==> config.mk <==
export PLATFORM = sky130hd
export DESIGN_NAME = configurable_division
export DESIGN_NICKNAME = d
export VERILOG_FILES = /design/src/rtl/configurable_division_pkg.sv /design/src/rtl/configurable_division_step.sv /design/src/rtl/configurable_division.sv
export SDC_FILE = /design/constraint.sdc
export NUM_CORES = 1
export LEC_CHECK = 0
export ABC_CLOCK_PERIOD_IN_PS = 3500
export CAP_MARGIN = 20
export CORE_UTILIZATION = 52
export CTS_BUF_LIST = sky130_fd_sc_hd__clkbuf_4
export DETAILED_ROUTE_END_ITERATION = 10
export PLACE_DENSITY = 0.79
export SLEW_MARGIN = 20
export SYNTH_ARGS = -nofsm -noshare
export SYNTH_HDL_FRONTEND = slang
export SYNTH_SLANG_ARGS = --single-unit
==> constraint.sdc <==
create_clock -name clk_i -period 3.5 [get_ports clk_i]
set_input_delay 1.05 -clock clk_i [delete_from_list [all_inputs] [get_ports clk_i]]
set_output_delay 1.05 -clock clk_i [all_outputs]
set_load 0.005 [all_outputs]
==> src/rtl/configurable_division_pkg.sv <==
// Shared constants, state type and helpers for the configurable divider.
package configurable_division_pkg;

  // Operating modes selected by cm_i
  localparam logic [1:0] CM_SINGLE8  = 2'b00;
  localparam logic [1:0] CM_DUAL8    = 2'b01;
  localparam logic [1:0] CM_SINGLE16 = 2'b10;
  localparam logic [1:0] CM_ILLEGAL  = 2'b11;

  // Restoring iterations per operation, one quotient bit per step
  localparam logic [4:0] ITER8  = 5'd8;
  localparam logic [4:0] ITER16 = 5'd16;

  typedef enum logic [1:0] {
    StIdle,
    StCalc,
    StDone
  } state_e;

  // Number of restoring steps needed for a given mode
  function automatic logic [4:0] iter_count(input logic [1:0] cm);
    return (cm == CM_SINGLE16) ? ITER16 : ITER8;
  endfunction

endpackage

==> src/rtl/configurable_division_step.sv <==
// One combinational restoring-division step of configurable width.
module division_step #(
  parameter int unsigned Width = 8
) (
  input  logic [Width-1:0] i_rem,
  input  logic             i_bit,
  input  logic [Width-1:0] i_divisor,
  output logic [Width-1:0] o_rem,
  output logic             o_qbit
);

  logic [Width:0]   w_shifted;
  logic [Width+1:0] w_diff;

  assign w_shifted = {i_rem, i_bit};
  // Extra guard bit so the borrow is visible even when the shifted remainder has its MSB set
  assign w_diff    = {1'b0, w_shifted} - {2'b00, i_divisor};

  // Keep the difference when the trial subtraction did not borrow, otherwise restore
  always_comb begin
    o_qbit = ~w_diff[Width+1];
    o_rem  = w_shifted[Width-1:0];
    if (o_qbit) begin
      o_rem = w_diff[Width-1:0];
    end
  end

endmodule

==> src/rtl/configurable_division.sv <==
// Sequential restoring divider: single 8-bit, dual 8-bit or single 16-bit lanes.
module configurable_division
  import configurable_division_pkg::*;
(
  input  logic        clk_i,
  input  logic        reset_i,
  input  logic        enable_i,
  input  logic [1:0]  cm_i,
  input  logic [15:0] dividend_i,
  input  logic [15:0] divisor_i,
  output logic        ready_o,
  output logic [15:0] quotient_o,
  output logic [15:0] remainder_o,
  output logic [1:0]  div_by_zero_o,
  output logic        error_o,
  output logic        data_valid_o
);

  state_e      r_state;
  state_e      w_state_next;

  // r_acc shifts dividend bits out of its MSB and quotient bits into its LSB
  logic [15:0] r_acc;
  logic [15:0] r_prem;
  logic [15:0] r_div;
  logic [1:0]  r_mode;
  logic [4:0]  r_cnt;
  logic [1:0]  r_dbz_pend;

  logic [15:0] r_quotient;
  logic [15:0] r_remainder;
  logic [1:0]  r_dbz;
  logic        r_error;

  logic        w_accept;
  logic        w_illegal;
  logic        w_last;
  logic        w_is16;
  logic [1:0]  w_dbz_calc;

  logic [7:0]  w_lo_rem;
  logic        w_lo_q;
  logic [7:0]  w_hi_rem;
  logic        w_hi_q;
  logic [15:0] w_wide_rem;
  logic        w_wide_q;

  logic [15:0] w_acc_next;
  logic [15:0] w_prem_next;
  logic [15:0] w_q_result;
  logic [15:0] w_r_result;

  assign w_accept  = (r_state == StIdle) && enable_i;
  assign w_illegal = (cm_i == CM_ILLEGAL);
  assign w_last    = (r_cnt == 5'd1);
  assign w_is16    = (r_mode == CM_SINGLE16);

  division_step #(.Width(8)) u_step_lo (
    .i_rem     (r_prem[7:0]),
    .i_bit     (r_acc[7]),
    .i_divisor (r_div[7:0]),
    .o_rem     (w_lo_rem),
    .o_qbit    (w_lo_q)
  );

  division_step #(.Width(8)) u_step_hi (
    .i_rem     (r_prem[15:8]),
    .i_bit     (r_acc[15]),
    .i_divisor (r_div[15:8]),
    .o_rem     (w_hi_rem),
    .o_qbit    (w_hi_q)
  );

  division_step #(.Width(16)) u_step_wide (
    .i_rem     (r_prem),
    .i_bit     (r_acc[15]),
    .i_divisor (r_div),
    .o_rem     (w_wide_rem),
    .o_qbit    (w_wide_q)
  );

  // Select the 16-bit slice or the two independent byte slices for this step
  always_comb begin
    w_acc_next  = {r_acc[14:8], w_hi_q, r_acc[6:0], w_lo_q};
    w_prem_next = {w_hi_rem, w_lo_rem};
    if (w_is16) begin
      w_acc_next  = {r_acc[14:0], w_wide_q};
      w_prem_next = w_wide_rem;
    end
  end

  // Single 8-bit mode runs the idle upper slice on zeros, so its result is masked off
  always_comb begin
    w_q_result = w_acc_next;
    w_r_result = w_prem_next;
    if (r_mode == CM_SINGLE8) begin
      w_q_result = {8'h00, w_acc_next[7:0]};
      w_r_result = {8'h00, w_prem_next[7:0]};
    end
  end

  // Per-lane divide-by-zero detection on the incoming divisor
  always_comb begin
    w_dbz_calc = 2'b00;
    case (cm_i)
      CM_SINGLE8:  w_dbz_calc = {1'b0, divisor_i[7:0] == 8'h00};
      CM_DUAL8:    w_dbz_calc = {divisor_i[15:8] == 8'h00, divisor_i[7:0] == 8'h00};
      CM_SINGLE16: w_dbz_calc = {1'b0, divisor_i == 16'h0000};
      default:     w_dbz_calc = 2'b00;
    endcase
  end

  // State register
  always_ff @(posedge clk_i or posedge reset_i) begin
    if (reset_i) begin
      r_state <= StIdle;
    end else begin
      r_state <= w_state_next;
    end
  end

  // Next-state logic
  always_comb begin
    w_state_next = r_state;
    case (r_state)
      StIdle: begin
        if (enable_i) begin
          w_state_next = w_illegal ? StDone : StCalc;
        end
      end
      StCalc: begin
        if (w_last) begin
          w_state_next = StDone;
        end
      end
      StDone:  w_state_next = StIdle;
      default: w_state_next = StIdle;
    endcase
  end

  // Operand capture, iteration and result registers
  always_ff @(posedge clk_i or posedge reset_i) begin
    if (reset_i) begin
      r_acc       <= '0;
      r_prem      <= '0;
      r_div       <= '0;
      r_mode      <= CM_SINGLE8;
      r_cnt       <= '0;
      r_dbz_pend  <= '0;
      r_quotient  <= '0;
      r_remainder <= '0;
      r_dbz       <= '0;
      r_error     <= 1'b0;
    end else if (w_accept) begin
      r_error <= w_illegal;
      r_dbz   <= 2'b00;
      if (w_illegal) begin
        r_quotient  <= '0;
        r_remainder <= '0;
      end else begin
        r_mode     <= cm_i;
        r_cnt      <= iter_count(cm_i);
        r_prem     <= '0;
        r_dbz_pend <= w_dbz_calc;
        if (cm_i == CM_SINGLE8) begin
          r_acc <= {8'h00, dividend_i[7:0]};
          r_div <= {8'h00, divisor_i[7:0]};
        end else begin
          r_acc <= dividend_i;
          r_div <= divisor_i;
        end
      end
    end else if (r_state == StCalc) begin
      r_acc  <= w_acc_next;
      r_prem <= w_prem_next;
      r_cnt  <= r_cnt - 5'd1;
      if (w_last) begin
        r_quotient  <= w_q_result;
        r_remainder <= w_r_result;
        r_dbz       <= r_dbz_pend;
      end
    end
  end

  assign ready_o       = (r_state == StIdle);
  assign data_valid_o  = (r_state == StDone);
  assign quotient_o    = r_quotient;
  assign remainder_o   = r_remainder;
  assign div_by_zero_o = r_dbz;
  assign error_o       = r_error;

endmodule

==> impl_metrics.prom, run 1 <==
# TYPE chip_impl_metric gauge
chip_impl_info{name="critical_path.reg2reg.endpoint",value="r_prem[2]"} 1
chip_impl_metric{name="n_fill_cell",unit=""} 832
chip_impl_metric{name="detailroute.via_count",unit=""} 5082
chip_impl_metric{name="worst_setup_hold_path_clk_slew",unit="ns"} 0.16
chip_impl_metric{name="static-leakage-power",unit="nW"} 2.91
chip_impl_metric{name="synth_enable_flop_cells",unit=""} 0
chip_impl_metric{name="cts-hold-fix-buffers",unit=""} 0
chip_impl_metric{name="synthCells",unit=""} 624
chip_impl_metric{name="met2_wirelength",unit="um"} 6990
chip_impl_metric{name="globalRouteTotalUtil",unit="%"} 28.1
chip_impl_info{name="min_from",value="quotient_o[4]"} 1
chip_impl_metric{name="report.final.slew_viol_count",unit=""} 0
chip_impl_metric{name="drt_drc_violations_left",unit=""} 0
chip_impl_metric{name="final_antenna_net_count",unit=""} 0
chip_impl_metric{name="grt_pass1_wl",unit="um"} 24300
chip_impl_metric{name="totalWireLength",unit="um"} 14900
chip_impl_metric{name="standard_cell_row_count",unit=""} 37
chip_impl_metric{name="timing.reg2reg.setup_slack",unit="ns"} 0.47
chip_impl_info{name="layout.cells.most_common",value="sky130_fd_sc_hd__nand2_1"} 1
chip_impl_metric{name="cellPowerDensity",unit="nW/um2"} 1150
chip_impl_metric{name="post-synth-top-area-fraction",unit="%"} 42.4
chip_impl_info{name="layout_common_cells",value="95 x sky130_fd_sc_hd__nand2_1, 94 x sky130_fd_sc_hd__dfrtp_1, 73 x sky130_fd_sc_hd__clkdlybuf4s50_1"} 1
chip_impl_metric{name="vdd_drop_max",unit="uV"} 572
chip_impl_metric{name="grt_overflow_total",unit=""} 0
chip_impl_metric{name="cts.sink_count",unit=""} 94
chip_impl_metric{name="first_iter_violations",unit=""} 408
chip_impl_metric{name="synth-seq-area-share",unit="%"} 42.4
chip_impl_metric{name="max_slew_margin",unit="%"} 26.5
chip_impl_metric{name="synth_seq_cells",unit=""} 94
chip_impl_metric{name="grt_antenna_before_repair",unit=""} 0
chip_impl_metric{name="path_buf_inv",unit=""} 0
chip_impl_metric{name="floorplan.core_area",unit="um2"} 10300
chip_impl_info{name="timing.critical_path.from_type",value="flop"} 1
chip_impl_info{name="dr.max_layer_used",value="met4"} 1
chip_impl_metric{name="post_cts_buffers",unit=""} 0
chip_impl_metric{name="drt-wirelength-per-cell",unit="um"} 18.0
chip_impl_info{name="critical_path_s_slowest_cell",value="sky130_fd_sc_hd__dfrtp_1"} 1
chip_impl_metric{name="initial_core_util",unit="%"} 53.8
chip_impl_info{name="synth.largest_area_cell",value="sky130_fd_sc_hd__dfrtp_1"} 1
chip_impl_metric{name="final_layout_size_suffix_gt1_share",unit="%"} 7.68
chip_impl_metric{name="die_w",unit="um"} 105
chip_impl_metric{name="critical-path-max-stage-delay",unit="ns"} 0.45
chip_impl_info{name="cts.root.buffer_cell",value="sky130_fd_sc_hd__clkbuf_4"} 1
chip_impl_info{name="critical_path_cell_by_cell",value="ha_1, a21o_1, a221o_1, o21a_1, o21ai_4, nand2_2, o311ai_1, o21ai_0"} 1
chip_impl_metric{name="post_drt_via_cell_ratio",unit=""} 6.15
chip_impl_metric{name="yosysWarningCount",unit=""} 0
chip_impl_info{name="rsz0062_at_grt",value="false"} 1
chip_impl_metric{name="cts_made_buffers",unit=""} 9
chip_impl_metric{name="max_clock_buf_depth",unit=""} 2
chip_impl_metric{name="total_power",unit="mW"} 7.59
chip_impl_metric{name="io_pins",unit=""} 74
chip_impl_metric{name="postCtsResizedCells",unit=""} 0
chip_impl_metric{name="num-nets-final",unit=""} 745
chip_impl_metric{name="final-hold-violation-count",unit=""} 0
chip_impl_metric{name="post-route-min-period",unit="ns"} 3.03
chip_impl_metric{name="drv.max_cap_violation_count",unit=""} 0
chip_impl_metric{name="synth_nets",unit=""} 684
chip_impl_metric{name="worst-r2r-cell-count",unit=""} 8
chip_impl_metric{name="design.die.area",unit="um2"} 11100
chip_impl_metric{name="layout_cells_excl_fill",unit=""} 826
chip_impl_metric{name="antennaDiodeCount",unit=""} 0
chip_impl_metric{name="timing.final.crit_share",unit="%"} 86.5
chip_impl_info{name="critPathKind",value="flop to flop"} 1
chip_impl_metric{name="post-place-cells",unit=""} 810
chip_impl_metric{name="wl_met1",unit="um"} 6490
chip_impl_metric{name="met3WireLength",unit="um"} 1030
chip_impl_metric{name="critPathArrivalTime",unit="ns"} 3.36
chip_impl_metric{name="worst-slew-pin-transition",unit="ns"} 1.10
chip_impl_metric{name="critPathMaxFanout",unit=""} 10
chip_impl_metric{name="asyncSetResetFlopFracSynth",unit="%"} 100
chip_impl_info{name="min_delay_worst_endpoint",value="quotient_o[4]"} 1
chip_impl_info{name="regToRegStartpoint",value="r_prem[5]"} 1
chip_impl_metric{name="achievable-frequency",unit="MHz"} 330
chip_impl_metric{name="die_height",unit="um"} 105
chip_impl_info{name="synth-main-ff-cell",value="sky130_fd_sc_hd__dfrtp_1"} 1
chip_impl_info{name="min-delay-path-class",value="flop to flop"} 1
chip_impl_info{name="setup.worst_path.end_class",value="flop"} 1
chip_impl_info{name="cp_top_family",value="compound AO/OA/AOI/OAI gates"} 1
chip_impl_metric{name="place.gp.congestion",unit=""} 0.905
chip_impl_metric{name="timing.critical_path.required",unit="ns"} 3.83
chip_impl_info{name="run_status",value="complete, no violations"} 1
chip_impl_metric{name="setup_viol",unit=""} 0
chip_impl_metric{name="fin_worst_skew",unit="ns"} 0.0240
chip_impl_metric{name="yosys.cell_types.count",unit=""} 58
chip_impl_metric{name="drtPass1Iterations",unit=""} 5
chip_impl_metric{name="grt_max_degree",unit=""} 49
chip_impl_metric{name="syn-mean-instance-area",unit="um2"} 8.90
chip_impl_metric{name="port-buffer-count",unit=""} 73
chip_impl_info{name="tritoncts_clock_tree",value="yes"} 1
chip_impl_metric{name="vias_in_the_first_global_route",unit=""} 4778
chip_impl_metric{name="setup_tns",unit="ns"} 0
chip_impl_metric{name="detailedPlacementHpwl",unit="um"} 11200
chip_impl_metric{name="insertion_delay",unit="ns"} 0.48
chip_impl_metric{name="ctsHtreeMaxLevel",unit=""} 3
chip_impl_metric{name="synth.cell_area",unit="um2"} 5550
chip_impl_metric{name="hold_path_depth",unit=""} 2
chip_impl_info{name="synth_top_cells_by_area",value="sky130_fd_sc_hd__dfrtp_1 42%, sky130_fd_sc_hd__nand2_1 6.4%, sky130_fd_sc_hd__o21ai_0 5.1%"} 1
chip_impl_metric{name="area_growth_syn_to_layout",unit="%"} 18.5
through the flow:
step	setup WS [ns]	utilization (%)	cell area, um2	hold WS [ns]
after floorplan	0.00133	-	5550	0.439
after global placement	0.449	62.4	6440	0.450
after detailed placement	0.400	62.4	6440	0.455
after CTS	0.511	63.8	6580	0.490
after global routing	0.330	63.8	6580	0.516
final	0.472	63.8	6580	0.487
report_power, final:
part | switching (mW) | total (mW) | internal [mW] | leakage [nW]
clock network | 0.376 | 0.596 | 0.219 | 0.0781
registers | 0.389 | 1.95 | 1.56 | 1.20
logic | 2.91 | 5.05 | 2.14 | 1.63
total | 3.67 | 7.59 | 3.92 | 2.91
logic make-up after synthesis:
group,Yosys count,synth area share [%]
AOI/OAI and AO/OA,196,23.1
muxes,26,5.00
and+or+nand+nor,200,16.4
adders and majority gates,23,5.59
xor gates and xnor gates,19,3.00
DFF,94,42.4
buffers and inverters,66,4.51
registers in the layout, indices dropped and copies added (netlist names):
register / count
div_by_zero_o: 2
remainder_o: 16
r_state: 2
r_mode: 2
quotient_o: 16
r_dbz_pend: 2
r_cnt: 5
error_o: 1
r_div: 16
r_prem: 16
r_acc: 16
cells in the mapped netlist (12+ instances only):
cell type                  number
sky130_fd_sc_hd__nand3_1       18
sky130_fd_sc_hd__a22o_1        20
sky130_fd_sc_hd__a21oi_1       44
sky130_fd_sc_hd__mux2_2        14
sky130_fd_sc_hd__clkbuf_1      34
sky130_fd_sc_hd__inv_1         30
sky130_fd_sc_hd__nor2_1        33
sky130_fd_sc_hd__mux2i_1       12
sky130_fd_sc_hd__nand2_1       95
sky130_fd_sc_hd__o21ai_0       57
sky130_fd_sc_hd__dfrtp_1       94
sky130_fd_sc_hd__ha_1          20
cell type report:
class | instances | area [um2] | share of cell area, %
Inverter | 30 | 114 | 1.73
Tap cell | 136 | 170 | 2.59
Timing Repair Buffer | 86 | 841 | 12.8
Sequential cell | 94 | 2350 | 35.7
Clock inverter | 7 | 70.1 | 1.06
Clock buffer | 9 | 67.6 | 1.03
Multi-Input combinational cell | 464 | 2970 | 45.1
worst max-delay path by stage:
| stage | start | end | slack (ns) | cells after the start |
|---|---|---|---|---|
| 2_1_floorplan | reset_i | div_by_zero_o[0] | 0.001 | 1 |
| 3_3_place_gp | enable_i | remainder_o[5] | 0.45 | 5 |
| 3_5_place_dp | enable_i | remainder_o[5] | 0.40 | 5 |
| 4_1_cts | r_prem[5] | r_prem[2] | 0.51 | 8 |
| 5_1_grt | r_prem[3] | remainder_o[5] | 0.33 | 8 |
| 6_report | r_prem[5] | r_prem[2] | 0.47 | 8 |
tightest hold or removal path: stages, from the launching register on:
cell,delay (ns)
sky130_fd_sc_hd__dfrtp_1,0.38
sky130_fd_sc_hd__nand2_1,0.05
sky130_fd_sc_hd__nand2_1,0.05
metal layers:
metal	vias to the layer above	global-route usage [%]
li1	2363	-
met1	2469	38.5
met2	213	43.9
met4	0	10.1
met5	-	0
met3	37	6.31
Power figures use the tool's default switching activity.
==> run 2, diff against run 1 <==
--- a/config.mk
+++ b/config.mk
@@ -7,10 +7,11 @@
 export LEC_CHECK = 0
 export ABC_CLOCK_PERIOD_IN_PS = 3500
 export CAP_MARGIN = 20
-export CORE_UTILIZATION = 52
+export CORE_UTILIZATION = 57
 export CTS_BUF_LIST = sky130_fd_sc_hd__clkbuf_4
 export DETAILED_ROUTE_END_ITERATION = 10
-export PLACE_DENSITY = 0.79
+export DONT_BUFFER_PORTS = 1
+export PLACE_DENSITY = 0.75
 export SLEW_MARGIN = 20
 export SYNTH_ARGS = -nofsm -noshare
 export SYNTH_HDL_FRONTEND = slang
==> impl_metrics.prom, run 2 (synthesis gave the netlist of run 1 again) <==
# TYPE chip_impl_metric gauge
chip_impl_info{name="run_status",value="complete, no violations"} 1
chip_impl_info{name="regToRegStartpoint",value="r_prem[4]"} 1
chip_impl_metric{name="ctsHtreeMaxLevel",unit=""} 3
chip_impl_metric{name="grt_antenna_before_repair",unit=""} 0
chip_impl_metric{name="worst-r2r-cell-count",unit=""} 8
chip_impl_metric{name="initial_core_util",unit="%"} 59.5
chip_impl_metric{name="num-nets-final",unit=""} 668
chip_impl_metric{name="grt_pass1_wl",unit="um"} 23300
chip_impl_metric{name="insertion_delay",unit="ns"} 0.45
chip_impl_metric{name="cts-hold-fix-buffers",unit=""} 0
chip_impl_metric{name="met2_wirelength",unit="um"} 6870
chip_impl_metric{name="multi_input_area",unit="um2"} 2980
chip_impl_info{name="critical_path_cell_by_cell",value="ha_1, and3_1, a221o_1, o21a_1, o21ai_4, nand2_2, o311ai_1, o21ai_0"} 1
chip_impl_metric{name="io_pins",unit=""} 74
chip_impl_metric{name="final.setup.worst_slack",unit="ns"} 0.449
chip_impl_metric{name="design.die.area",unit="um2"} 10100
chip_impl_metric{name="globalRouteTotalUtil",unit="%"} 30.0
chip_impl_info{name="layout_common_cells",value="95 x sky130_fd_sc_hd__nand2_1, 94 x sky130_fd_sc_hd__dfrtp_1, 57 x sky130_fd_sc_hd__o21ai_0"} 1
chip_impl_metric{name="sequential_cell_area",unit="um2"} 2350
chip_impl_info{name="layout.cells.most_common",value="sky130_fd_sc_hd__nand2_1"} 1
chip_impl_metric{name="post_drt_via_cell_ratio",unit=""} 6.46
chip_impl_info{name="critPathKind",value="flop to flop"} 1
chip_impl_metric{name="detailroute.via_count",unit=""} 4797
chip_impl_metric{name="post-route-min-period",unit="ns"} 3.05
chip_impl_metric{name="first_iter_violations",unit=""} 390
chip_impl_metric{name="max_slew_margin",unit="%"} 48.0
chip_impl_info{name="crit_path_start",value="r_prem[4]"} 1
chip_impl_metric{name="post-place-cells",unit=""} 726
chip_impl_metric{name="layout_cells_excl_fill",unit=""} 742
chip_impl_metric{name="achievable-frequency",unit="MHz"} 328
chip_impl_metric{name="post_cts_buffers",unit=""} 0
chip_impl_metric{name="place.gp.congestion",unit=""} 0.919
chip_impl_metric{name="critPathMaxFanout",unit=""} 11
chip_impl_metric{name="standard_cell_row_count",unit=""} 35
chip_impl_metric{name="critical-path-max-stage-delay",unit="ns"} 0.48
chip_impl_info{name="tritoncts_clock_tree",value="yes"} 1
chip_impl_metric{name="drv.max_cap_violation_count",unit=""} 0
chip_impl_metric{name="worst-slew-pin-transition",unit="ns"} 0.776
chip_impl_info{name="min-delay-path-class",value="input pin to async pin"} 1
chip_impl_metric{name="grt_overflow_total",unit=""} 0
chip_impl_metric{name="fin_worst_skew",unit="ns"} 0.0165
chip_impl_metric{name="floorplan.core_area",unit="um2"} 9330
chip_impl_info{name="critical_path_s_slowest_cell",value="sky130_fd_sc_hd__dfrtp_1"} 1
chip_impl_metric{name="setup_viol",unit=""} 0
chip_impl_info{name="cts.root.buffer_cell",value="sky130_fd_sc_hd__clkbuf_4"} 1
chip_impl_metric{name="drtPass1Iterations",unit=""} 5
chip_impl_metric{name="die_w",unit="um"} 101
chip_impl_metric{name="die_height",unit="um"} 101
chip_impl_metric{name="final-hold-violation-count",unit=""} 0
chip_impl_metric{name="port-buffer-count",unit=""} 0
chip_impl_metric{name="final_layout_size_suffix_gt1_share",unit="%"} 8.16
chip_impl_metric{name="critPathArrivalTime",unit="ns"} 3.37
chip_impl_metric{name="postLayoutCoreUtil",unit="%"} 62.5
chip_impl_metric{name="totalWireLength",unit="um"} 14600
chip_impl_metric{name="antennaDiodeCount",unit=""} 0
chip_impl_metric{name="area_growth_syn_to_layout",unit="%"} 4.96
chip_impl_metric{name="final_antenna_net_count",unit=""} 0
chip_impl_metric{name="worst_setup_hold_path_clk_slew",unit="ns"} 0.16
chip_impl_metric{name="drt_drc_violations_left",unit=""} 0
chip_impl_metric{name="met3WireLength",unit="um"} 1120
chip_impl_metric{name="timing.critical_path.required",unit="ns"} 3.82
chip_impl_metric{name="timing.final.crit_share",unit="%"} 87.2
chip_impl_metric{name="cts.sink_count",unit=""} 94
chip_impl_metric{name="drt-wirelength-per-cell",unit="um"} 19.6
chip_impl_metric{name="report.final.slew_viol_count",unit=""} 0
chip_impl_metric{name="detailedPlacementHpwl",unit="um"} 10900
chip_impl_info{name="dr.max_layer_used",value="met4"} 1
chip_impl_metric{name="dp_slack",unit="ns"} 0.506
chip_impl_metric{name="setup_tns",unit="ns"} 0
chip_impl_metric{name="max_clock_buf_depth",unit=""} 2
chip_impl_info{name="setup.worst_path.end_class",value="flop"} 1
chip_impl_metric{name="wl_met1",unit="um"} 6220
chip_impl_info{name="timing.critical_path.from_type",value="flop"} 1
chip_impl_metric{name="grt_max_degree",unit=""} 52
chip_impl_metric{name="n_fill_cell",unit=""} 782
chip_impl_info{name="rsz0062_at_grt",value="false"} 1
chip_impl_metric{name="cts_made_buffers",unit=""} 9
chip_impl_metric{name="vias_in_the_first_global_route",unit=""} 4510
chip_impl_metric{name="postCtsResizedCells",unit=""} 0
[run 2: metal layers]
layer	track usage, %	vias up
met5	0	-
met4	10.6	0
met3	6.59	29
met2	47.4	226
met1	41.0	2325
li1	-	2217
[run 2: final timing paths]
path	end	slack [ns]
min reg2reg	div_by_zero_o[1]	0.50
max in group asynchronous	r_prem[14]	2.35
min in group clk_i	div_by_zero_o[1]	0.50
max reg2reg	remainder_o[2]	0.45
min	r_acc[1]	0.50
max	remainder_o[2]	0.45
[run 2: final cells by class]
class | count | area share [%]
well taps | 129 | 2.77
flip-flops and latches | 94 | 40.4
repair buffers | 9 | 1.59
multi-input cells | 464 | 51.1
inverters | 30 | 1.98
clock inverters | 6 | 0.945
clock buffers | 10 | 1.29
[run 2: stage by stage]
step / hold WS (ns) / cell area (um2)
finish: 0.496 / 5830
global route: 0.508 / 5830
CTS: 0.499 / 5830
detailed placement: 0.467 / 5700
global placement: 0.455 / 5700
floorplan: 0.439 / 5550
[run 2: critical path: cells and delay by family (launching register included)]
| family | cells | cell delay, ns |
|---|---|---|
| compound gates | 5 | 1.51 |
| fa+ha+maj | 1 | 0.48 |
| flops | 1 | 0.48 |
| simple gates | 2 | 0.45 |
Power of run 2 is not shown: default switching activity piles up to over one toggle a cycle in this logic, so the estimate is an artifact.
==> run 3, diff against run 2 <==
--- a/config.mk
+++ b/config.mk
@@ -9,6 +9,7 @@
 export CAP_MARGIN = 20
 export CORE_UTILIZATION = 57
 export CTS_BUF_LIST = sky130_fd_sc_hd__clkbuf_4
+export CTS_CLUSTER_SIZE = 28
 export DETAILED_ROUTE_END_ITERATION = 10
 export DONT_BUFFER_PORTS = 1
 export PLACE_DENSITY = 0.75
==> results of run 3 <==
Same layout as run 2: the final DEF is identical, and so are final timing and power.
Power of run 3 is left out for the same reason.
